[src/rtl/branch_predictor_pkg.sv]
// Shared definitions for the fetch-stage branch predictor.
//   - 2-bit saturating counter encodings (SNT/WNT/WT/ST)
//   - BTB entry struct (tag stored zero-extended to the widest possible tag)
//   - index/tag extraction helpers parameterised on the index width
package bp_pkg;

   localparam logic [1:0] SNT = 2'b00;
   localparam logic [1:0] WNT = 2'b01;
   localparam logic [1:0] WT  = 2'b10;
   localparam logic [1:0] ST  = 2'b11;

   // Widest tag occurs at the smallest table (IDX = 2): 32 - 2 - 2 = 28 bits.
   localparam int TAG_W = 28;

   typedef struct packed {
      logic             valid;
      logic [TAG_W-1:0] tag;
      logic [31:0]      target;
      logic             uncond;
   } btb_entry_t;

   // Word index into the tables: pc[idx+1:2], returned zero-extended.
   function automatic logic [31:0] bp_index(input logic [31:0] pc, input int idx);
      return (pc >> 2) & ((32'd1 << idx) - 32'd1);
   endfunction

   // Tag: pc[31:idx+2], returned zero-extended to TAG_W.
   function automatic logic [TAG_W-1:0] bp_tag(input logic [31:0] pc, input int idx);
      logic [31:0] t;
      t = pc >> (idx + 2);
      return t[TAG_W-1:0];
   endfunction

endpackage

[src/rtl/branch_predictor_if.sv]
// Fetch lookup and EX training bundle of the branch predictor.
//   master: fetch/EX side (drives current_pc and the update_* fields)
//   slave : the predictor (drives pred_taken, next_pc, pred_target)
// No handshake: the lookup is combinational every cycle and an update is a
// single-cycle update_en pulse, consumed on the rising edge it is high.
interface branch_predictor_if;
   logic [31:0] current_pc;
   logic        pred_taken;
   logic [31:0] next_pc;
   logic [31:0] pred_target;
   logic        update_en;
   logic [31:0] update_pc;
   logic [31:0] update_target;
   logic        update_taken;
   logic        update_is_branch;
   logic        update_is_jal;
   logic        update_is_jalr;

   modport master (
      output current_pc, update_en, update_pc, update_target,
             update_taken, update_is_branch, update_is_jal, update_is_jalr,
      input  pred_taken, next_pc, pred_target
   );

   modport slave (
      input  current_pc, update_en, update_pc, update_target,
             update_taken, update_is_branch, update_is_jal, update_is_jalr,
      output pred_taken, next_pc, pred_target
   );
endinterface

[src/rtl/branch_predictor_sat_counter2.sv]
// Combinational next state of a 2-bit saturating counter.
//   state_i : current counter value
//   taken_i : 1 = count up (max ST), 0 = count down (min SNT)
//   state_o : next counter value
module sat_counter2
   import bp_pkg::*;
(
   input  logic [1:0] state_i,
   input  logic       taken_i,
   output logic [1:0] state_o
);

   always_comb begin
      state_o = state_i;
      if (taken_i) begin
         if (state_i != ST) state_o = state_i + 2'd1;
      end else begin
         if (state_i != SNT) state_o = state_i - 2'd1;
      end
   end

endmodule

[src/rtl/branch_predictor.sv]
// Fetch-stage branch predictor: direct-mapped BTB + gshare PHT of 2-bit
// saturating counters, trained non-speculatively from EX.
// Ports:
//   clk, reset  : clock, synchronous active-high reset
//   bp (slave)  : current_pc -> pred_taken/next_pc/pred_target (combinational),
//                 update_* training pulse from EX
//   dbg_ghr_o   : current global history register
//   dbg_pht_o   : all PHT counters, entry i at [2*i +: 2]
module branch_predictor
   import bp_pkg::*;
#(
   parameter int ENTRIES  = 32,
   parameter int GHR_BITS = 5
) (
   input  logic                   clk,
   input  logic                   reset,
   branch_predictor_if.slave      bp,
   output logic [GHR_BITS-1:0]    dbg_ghr_o,
   output logic [2*ENTRIES-1:0]   dbg_pht_o
);

   localparam int IDX = $clog2(ENTRIES);

   btb_entry_t          btb_q [ENTRIES];
   logic [1:0]          pht_q [ENTRIES];
   logic [GHR_BITS-1:0] ghr_q;
   logic [GHR_BITS-1:0] ghr_d;

   // ---------------- lookup ----------------
   logic [IDX-1:0]   l_bidx;
   logic [IDX-1:0]   l_pidx;
   logic [TAG_W-1:0] l_tag;
   btb_entry_t       l_ent;
   logic             l_hit;

   assign l_bidx = IDX'(bp_index(bp.current_pc, IDX));
   assign l_pidx = l_bidx ^ IDX'(ghr_q);
   assign l_tag  = bp_tag(bp.current_pc, IDX);
   assign l_ent  = btb_q[l_bidx];
   assign l_hit  = l_ent.valid && (l_ent.tag == l_tag);

   assign bp.pred_taken  = l_hit && (l_ent.uncond || pht_q[l_pidx][1]);
   assign bp.pred_target = l_hit ? l_ent.target : 32'd0;
   // +4 wraps naturally modulo 2^32.
   assign bp.next_pc     = bp.pred_taken ? l_ent.target : (bp.current_pc + 32'd4);

   // ---------------- update ----------------
   logic [IDX-1:0]   u_bidx;
   logic [IDX-1:0]   u_pidx;
   logic [TAG_W-1:0] u_tag;
   logic             u_match;
   logic [1:0]       pht_d;

   assign u_bidx  = IDX'(bp_index(bp.update_pc, IDX));
   assign u_pidx  = u_bidx ^ IDX'(ghr_q);
   assign u_tag   = bp_tag(bp.update_pc, IDX);
   assign u_match = btb_q[u_bidx].valid && (btb_q[u_bidx].tag == u_tag);

   sat_counter2 u_sat (
      .state_i (pht_q[u_pidx]),
      .taken_i (bp.update_taken),
      .state_o (pht_d)
   );

   // Shift in the outcome; the cast drops the oldest bit.
   assign ghr_d = GHR_BITS'({ghr_q, bp.update_taken});

   // Type flags are expected one-hot; if several are set, branch wins over
   // jal, and jal over jalr.
   always_ff @(posedge clk) begin
      if (reset) begin
         for (int i = 0; i < ENTRIES; i++) begin
            btb_q[i] <= '0;
            pht_q[i] <= WNT;
         end
         ghr_q <= '0;
      end else if (bp.update_en) begin
         if (bp.update_is_branch) begin
            pht_q[u_pidx] <= pht_d;
            ghr_q         <= ghr_d;
            if (bp.update_taken) begin
               btb_q[u_bidx] <= '{valid: 1'b1, tag: u_tag,
                                  target: bp.update_target, uncond: 1'b0};
            end
         end else if (bp.update_is_jal) begin
            btb_q[u_bidx] <= '{valid: 1'b1, tag: u_tag,
                               target: bp.update_target, uncond: 1'b1};
         end else if (bp.update_is_jalr) begin
            // jalr targets are data dependent: drop any entry for this PC.
            if (u_match) btb_q[u_bidx].valid <= 1'b0;
         end
      end
   end

   // ---------------- debug ----------------
   assign dbg_ghr_o = ghr_q;

   always_comb begin
      dbg_pht_o = '0;
      for (int i = 0; i < ENTRIES; i++) dbg_pht_o[2*i +: 2] = pht_q[i];
   end

endmodule

[src/flat_wrapper.sv]
// flat-port wrapper written by rule: the top's interface ports become plain ports
module branch_predictor_flat import bp_pkg::*;
#(
   parameter int ENTRIES  = 32,
   parameter int GHR_BITS = 5
)
  (clk, reset, dbg_ghr_o, dbg_pht_o, bp_current_pc, bp_update_en, bp_update_pc, bp_update_target, bp_update_taken, bp_update_is_branch, bp_update_is_jal, bp_update_is_jalr, bp_pred_taken, bp_next_pc, bp_pred_target);
  branch_predictor_if bp_i ();
  input  logic clk;
  input  logic reset;
  output logic [GHR_BITS-1:0] dbg_ghr_o;
  output logic [2*ENTRIES-1:0] dbg_pht_o;
  input wire logic [$bits(bp_i.current_pc)-1:0] bp_current_pc;
  input wire logic [$bits(bp_i.update_en)-1:0] bp_update_en;
  input wire logic [$bits(bp_i.update_pc)-1:0] bp_update_pc;
  input wire logic [$bits(bp_i.update_target)-1:0] bp_update_target;
  input wire logic [$bits(bp_i.update_taken)-1:0] bp_update_taken;
  input wire logic [$bits(bp_i.update_is_branch)-1:0] bp_update_is_branch;
  input wire logic [$bits(bp_i.update_is_jal)-1:0] bp_update_is_jal;
  input wire logic [$bits(bp_i.update_is_jalr)-1:0] bp_update_is_jalr;
  output wire logic [$bits(bp_i.pred_taken)-1:0] bp_pred_taken;
  output wire logic [$bits(bp_i.next_pc)-1:0] bp_next_pc;
  output wire logic [$bits(bp_i.pred_target)-1:0] bp_pred_target;
  assign bp_i.current_pc = bp_current_pc;
  assign bp_i.update_en = bp_update_en;
  assign bp_i.update_pc = bp_update_pc;
  assign bp_i.update_target = bp_update_target;
  assign bp_i.update_taken = bp_update_taken;
  assign bp_i.update_is_branch = bp_update_is_branch;
  assign bp_i.update_is_jal = bp_update_is_jal;
  assign bp_i.update_is_jalr = bp_update_is_jalr;
  assign bp_pred_taken = bp_i.pred_taken;
  assign bp_next_pc = bp_i.next_pc;
  assign bp_pred_target = bp_i.pred_target;
  branch_predictor #(.ENTRIES(ENTRIES), .GHR_BITS(GHR_BITS)) u_core (.clk(clk), .reset(reset), .bp(bp_i), .dbg_ghr_o(dbg_ghr_o), .dbg_pht_o(dbg_pht_o));
endmodule
[config.mk]
export PLATFORM = sky130hd
export DESIGN_NAME = branch_predictor_flat
export DESIGN_NICKNAME = d
export VERILOG_FILES = /design/src/rtl/branch_predictor_pkg.sv /design/src/rtl/branch_predictor_if.sv /design/src/rtl/branch_predictor_sat_counter2.sv /design/src/rtl/branch_predictor.sv /design/src/flat_wrapper.sv
export SDC_FILE = /design/constraint.sdc
export NUM_CORES = 2
export LEC_CHECK = 0
export ABC_AREA = 0
export BUFFER_PORTS_ARGS = -buffer_cell sky130_fd_sc_hd__buf_2
export CORE_ASPECT_RATIO = 0.9
export CORE_UTILIZATION = 27
export CTS_CLUSTER_SIZE = 30
export DETAILED_ROUTE_END_ITERATION = 16
export GPL_ROUTABILITY_DRIVEN = 0
export SLEW_MARGIN = 20
export SYNTH_ARGS = -nofsm -noshare
export SYNTH_HDL_FRONTEND = slang
export SYNTH_HIERARCHICAL = 1
export SYNTH_SLANG_ARGS = --single-unit
[constraint.sdc]
create_clock -name clk -period 4.5 [get_ports clk]
set_input_delay 0.45 -clock clk [delete_from_list [all_inputs] [get_ports clk]]
set_output_delay 0.45 -clock clk [all_outputs]
set_load 0.1 [all_outputs]
Yosys cells after proc, flatten, opt, wreduce, memory -nomap -nowiden --
Memories as Yosys holds them, arrays and structs flattened. Index checks and enable logic that the tools add are counted. W data, S select, Z words.
Cells by class: bitwise operators 4, reductions and logical operators 8, mux-type cells 36, $add $sub $neg 3, equality and inequality tests 3
Operator list (number):
- $mux W59 | 2
- $mux W32 | 2
- $reduce_or A59 Y1 | 1
- $eq A28 B25 Y1 | 2
- $add A32 B3 Y32 const B | 1
- $mux W1 | 25
- $mux W2 | 5
- $mux W5 | 2
- $xor A5 B5 Y5 | 2
- $logic_and A1 B1 Y1 | 3
- $add A2 B1 Y2 const B | 1
- $ne A2 B2 Y1 const B | 1
- $or A1 B1 Y1 | 2
- $reduce_and A2 Y1 | 1
- $reduce_bool A2 Y1 | 1
- $reduce_or A2 Y1 | 1
- $sub A2 B1 Y2 const B | 1
- $logic_or A1 B1 Y1 | 1
Storage, ports and cells: word-level logic and storage cells 57, register bits after elaboration 5, output and inout port bits 134, RAM bits 1952, bits of input ports 103, memories 2
Memories:
- u_core.btb_q | depth 32, bits a word 59, rd ports 2, clocked after Yosys merged registers in 0, write ports 32, line branch_predictor.sv:24 | btb_entry_t btb_q [ENTRIES];
- u_core.pht_q | depth 32, bits a word 2, rd ports 34, clocked after Yosys merged registers in 0, write ports 32, line branch_predictor.sv:25 | logic [1:0] pht_q [ENTRIES];

Depth between registers and ports, before layout --
An unclocked memory read counts as a cell.
word-level depth 13, depth in mapped cells 15, gate-level depth less buffers 9

By module --
The synthesis kept the hierarchy.
Modules (own cells, without submodules):
- branch_predictor | area an instance 97063.1 um^2, sequential area each 58716.3 um^2, cells an instance 6645, instances 1
- sat_counter2 | area an instance 26.3 um^2, sequential area each 0.0 um^2, cells an instance 3, instances 1

Worst setup path after synthesis --
No wires, ideal clock.
path type reg-to-output, start register u_core.ghr_q[0] (netlist: u_core/dbg_ghr_o[0]), end output bp_next_pc[11], buffers on the path 3, cell stages (with the launch flop) 12, arrival 4850 ps, setup slack -800 ps, required time 4050 ps, path through dfxtp_1 -> clkbuf_1 -> xnor2_2 -> buf_2 -> mux4_2 -> a22oi_1 -> nand2_1 -> o221ai_1 -> o21ai_1 -> nand4_2 -> buf_2 -> mux2i_1
On the way: word-level cells in the longest chain between the ends 5
Ends and longest elaborated chain:
- start: declaration | line branch_predictor.sv:26 | logic [GHR_BITS-1:0] ghr_q;
- start signal: assignment | line branch_predictor.sv:80 | ghr_q <= ghr_d;
- $xor A5 B5 Y5 | line branch_predictor.sv:37 | assign l_pidx = l_bidx ^ IDX'(ghr_q);
- $mem_v2 Z32 W2
- $logic_or A1 B1 Y1 | line branch_predictor.sv:42 | assign bp.pred_taken = l_hit && (l_ent.uncond || pht_q[l_pidx][1]);
- $logic_and A1 B1 Y1 | line branch_predictor.sv:42
- $mux W32 | line branch_predictor.sv:45 | assign bp.next_pc = bp.pred_taken ? l_ent.target : (bp.current_pc + 32'd4);
- end: declaration | line flat_wrapper.sv:22 | output wire logic [$bits(bp_i.next_pc)-1:0] bp_next_pc;
Every way passes these cells.

==> results.ini <==
[critical_path]
reg2reg_slack_ps = 1120
rr_endpoint = u_core/pht_q[16][0]
rr_worst_depth = 10
startpoint_type = register
critical_path.max_fanout = 7
worst-path-buf-inv = 4
crit_path_end_kind = output pin
path_common_cell = buf_12
critPathSlowestCell = mux4_2
critPathKind = register to output pin
critPathTopFamily = multiplexers
cp_slowest_stage_delay_ps = 480
critical_path_required_ps = 4050
arrival_ps = 4170
path_cells = mux4_2 -> a22oi_1 -> a22oi_2 -> buf_4 -> xnor2_1 -> nand4_1 -> nor2_2 -> nand4_4 -> buf_12 -> buf_16 -> mux2_4 -> buf_12
regToRegStartpoint = u_core/dbg_ghr_o[0]

[routing]
drtAntennaViolNets = 0
first_iter_violations = 11605
via_count = 65318
drt-total-wl_um = 389000
avgViaCountPerCell = 5.53
drt-pass1-iter-count = 6
detail_route.wl_per_cell_um = 32.9
drc = 0

[timing]
relSlewSlack = 0.215
tns_ps = -3530
finalCritPeriodShare = 1.03
fmax_mhz = 216
maxSlewViolCount = 0
setup_ws_ps = -124
rsz0062_at_grt = yes
hold_viol_final = 0
finalSetupViolCount = 55
tightest_slew_ps = 1180
min_period_ps = 4620
finalClockSkew_ps = 52.0

[die]
die_w_um = 634
rows = 208
placeableCoreArea_um2 = 357000
dieHeight_um = 571
start_util = 0.272
ios = 237
dieArea_um2 = 362000

[place]
pre_cts_ws_ps = -204
port_buffers = 234
dp.final_hpwl_um = 223000

[clock_network]
clkTransAtPathRegs_ps = 60
htreeDepth = 4
cts_tree = yes
root_buffer = clkbuf_16
cts_buffers = 206
clk_latency_ps = 890
clock_path_buffers = 3
clock-sinks = 1957

[synthesis]
ys.flop_type = edfxtp_1
netlist_area_um2 = 97100
synth-async-reset-ratio = 0
synthCells = 6648
ys_seq_area_frac = 0.605
synth_edf_count = 1952
synth_seq_cells = 1957
synth_nets = 6752
syn_area_per_cell_um2 = 14.6
synth_cell_types = 68
synth_warnings = 6

[grt]
grt_pass1_vias = 63258
grt_overflow = 0
grt_pass1_wl_um = 525000
grt_usage = 0.209
antenna_found_initial = 88
grt_max_degree = 90

[cells_and_area]
mostFrequentLayoutCells = edfxtp_1, and2_1, mux2i_1, mux4_2, buf_4
final_common_cell = edfxtp_1
finish.utilization = 0.324
post_route_cells_drive_above_1_share = 0.244
area_delta_synth_final_pct = 19.1
nets = 6962

[power]
powerDensity_nw_per_um2 = 377
ir_drop_mv = 0.457
seqPwrFrac = 0.489
combinationalPowerShare = 0.118
switching_share = 0.258
power.switching_mw = 11.3
p_clk_frac = 0.394
p_leak_nw = 40.3
p_int_mw = 32.4

[status]
violations = setup timing
outcome = finished with violations

[hold_path]
hold_start = bp_update_target[2]
holdPathEnd = u_core/btb_q[15][3]
hold_depth = 2
min_path_type = primary input to register

[flow_run]
maxCapViolations = 0

## worst max path at each step
stage	startpoint	to	slack (ps)	cells past startpoint
global route	u_core/btb_q[23][52]	bp_pred_target[17]	-140	14
CTS	u_core/btb_q[16][52]	bp_pred_target[11]	-80	14
global placement	bp_current_pc[2]	bp_next_pc[30]	-340	15
finish	u_core/btb_q[7][42]	bp_next_pc[3]	-120	12
detailed placement	bp_current_pc[5]	bp_next_pc[28]	-200	15
floorplan	u_core/dbg_ghr_o[0]	bp_next_pc[11]	-350	11
## cell usage after synthesis, drive strengths merged (2+ instances only)
| cell type | number | area [um2] |
|---|---|---|
| edfxtp | 1952 | 58600 |
| and2 | 1835 | 11500 |
| mux2i | 580 | 5810 |
| clkbuf | 515 | 1930 |
| mux4 | 510 | 11500 |
| o22ai | 217 | 1360 |
| nor2 | 162 | 611 |
| buf | 150 | 861 |
| nand2 | 145 | 544 |
| xnor2 | 57 | 507 |
| nor4 | 51 | 325 |
| a22oi | 48 | 360 |
| xor2 | 35 | 307 |
| a21o | 34 | 255 |
| nand3 | 34 | 175 |
| or2 | 34 | 213 |
| a31o | 33 | 289 |
| a21oi | 32 | 160 |
| a211oi | 25 | 188 |
| nand4 | 24 | 156 |
| o221ai | 24 | 210 |
| nor2b | 19 | 119 |
| a221oi | 17 | 149 |
| mux2 | 14 | 161 |
| nor3 | 14 | 75.1 |
| and3 | 11 | 68.8 |
| o21ai | 11 | 55.1 |
| a22o | 8 | 70.1 |
| nand2b | 6 | 37.5 |
| nand4bb | 6 | 67.6 |
| dfxtp | 5 | 100 |
| nand4b | 5 | 43.8 |
| nor3b | 4 | 30.0 |
| or4b | 4 | 40.0 |
| a211o | 3 | 26.3 |
| inv | 3 | 11.3 |
| a31oi | 2 | 12.5 |
| and4 | 2 | 17.5 |
| maj3 | 2 | 22.5 |
| nand3b | 2 | 15.0 |
## worst reg2reg max path, delay by kind of cell, from the launching register on
| kind | cells | cell delay, ps |
|---|---|---|
| buffers and inverters | 1 | 340 |
| XOR/XNOR | 1 | 130 |
| adder cells (fa/ha/maj) | 1 | 440 |
| AO/OA/AOI/OAI | 3 | 510 |
| flip-flops | 1 | 420 |
| AND/OR/NAND/NOR | 3 | 710 |
| multiplexers | 1 | 570 |
## per-layer routing
metal | part of all wire | track usage | wire, um
met5 | 0.00062 | 0 | 243
met4 | 0.063 | 0.120 | 24600
met3 | 0.12 | 0.0523 | 47600
met2 | 0.46 | 0.330 | 179000
met1 | 0.35 | 0.261 | 138000
## area by class of cell
type | instances | area [um2]
Clock inverter | 138 | 1430
Inverter | 4 | 17.5
Tap cell | 4725 | 5910
Multi-Input combinational cell | 4022 | 36900
Sequential cell | 1957 | 58700
Antenna cell | 52 | 130
Timing Repair Buffer | 667 | 7190
Clock buffer | 249 | 5320
Fill cell | 34554 | 242000
## power groups by stage
| stage | combinational, mW | sequential (mW) | clock (mW) |
|---|---|---|---|
| after floorplan | 2.64 | 21.6 | 0 |
| after global placement | 4.91 | 21.6 | 0 |
| after detailed placement | 4.92 | 21.7 | 0 |
| after CTS | 5.00 | 21.3 | 17.3 |
| after global routing | 5.22 | 21.4 | 17.9 |
| final | 5.13 | 21.3 | 17.2 |
## registers in the layout (all words and copies together), names as in the netlist
name / count
u_core/dbg_ghr_o: 5
u_core/pht_q: 64
u_core/btb_q: 1888
## stage by stage
stage,hold WS [ps],area (um2),cells,total power [mW]
global route,157,116000,11789,44.6
global placement,540,108000,11355,26.5
floorplan,598,97400,6648,24.3
CTS,97.1,115000,11753,43.6
finish,136,116000,11814,43.6
detailed placement,551,108000,11355,26.6
## timing repair
item,4_1_cts,5_1_grt
cloned,2,3
endpoints found under the hold margin,5,0
setup buffers,4,7
endpoints found under the setup margin,65,65
hold buffers,5,0
resized for setup,64,51
pin swaps,7,12
## kinds of logic after synthesis
logic type | share of synthesized area
and+or+nand+nor | 0.145
DFF | 0.605
muxes | 0.180
buffers and inverters | 0.0289
AOI/OAI and AO/OA | 0.0329
xor gates and xnor gates | 0.00838
adders and majority gates | 0.000361
(Power assumes the default switching activity.)
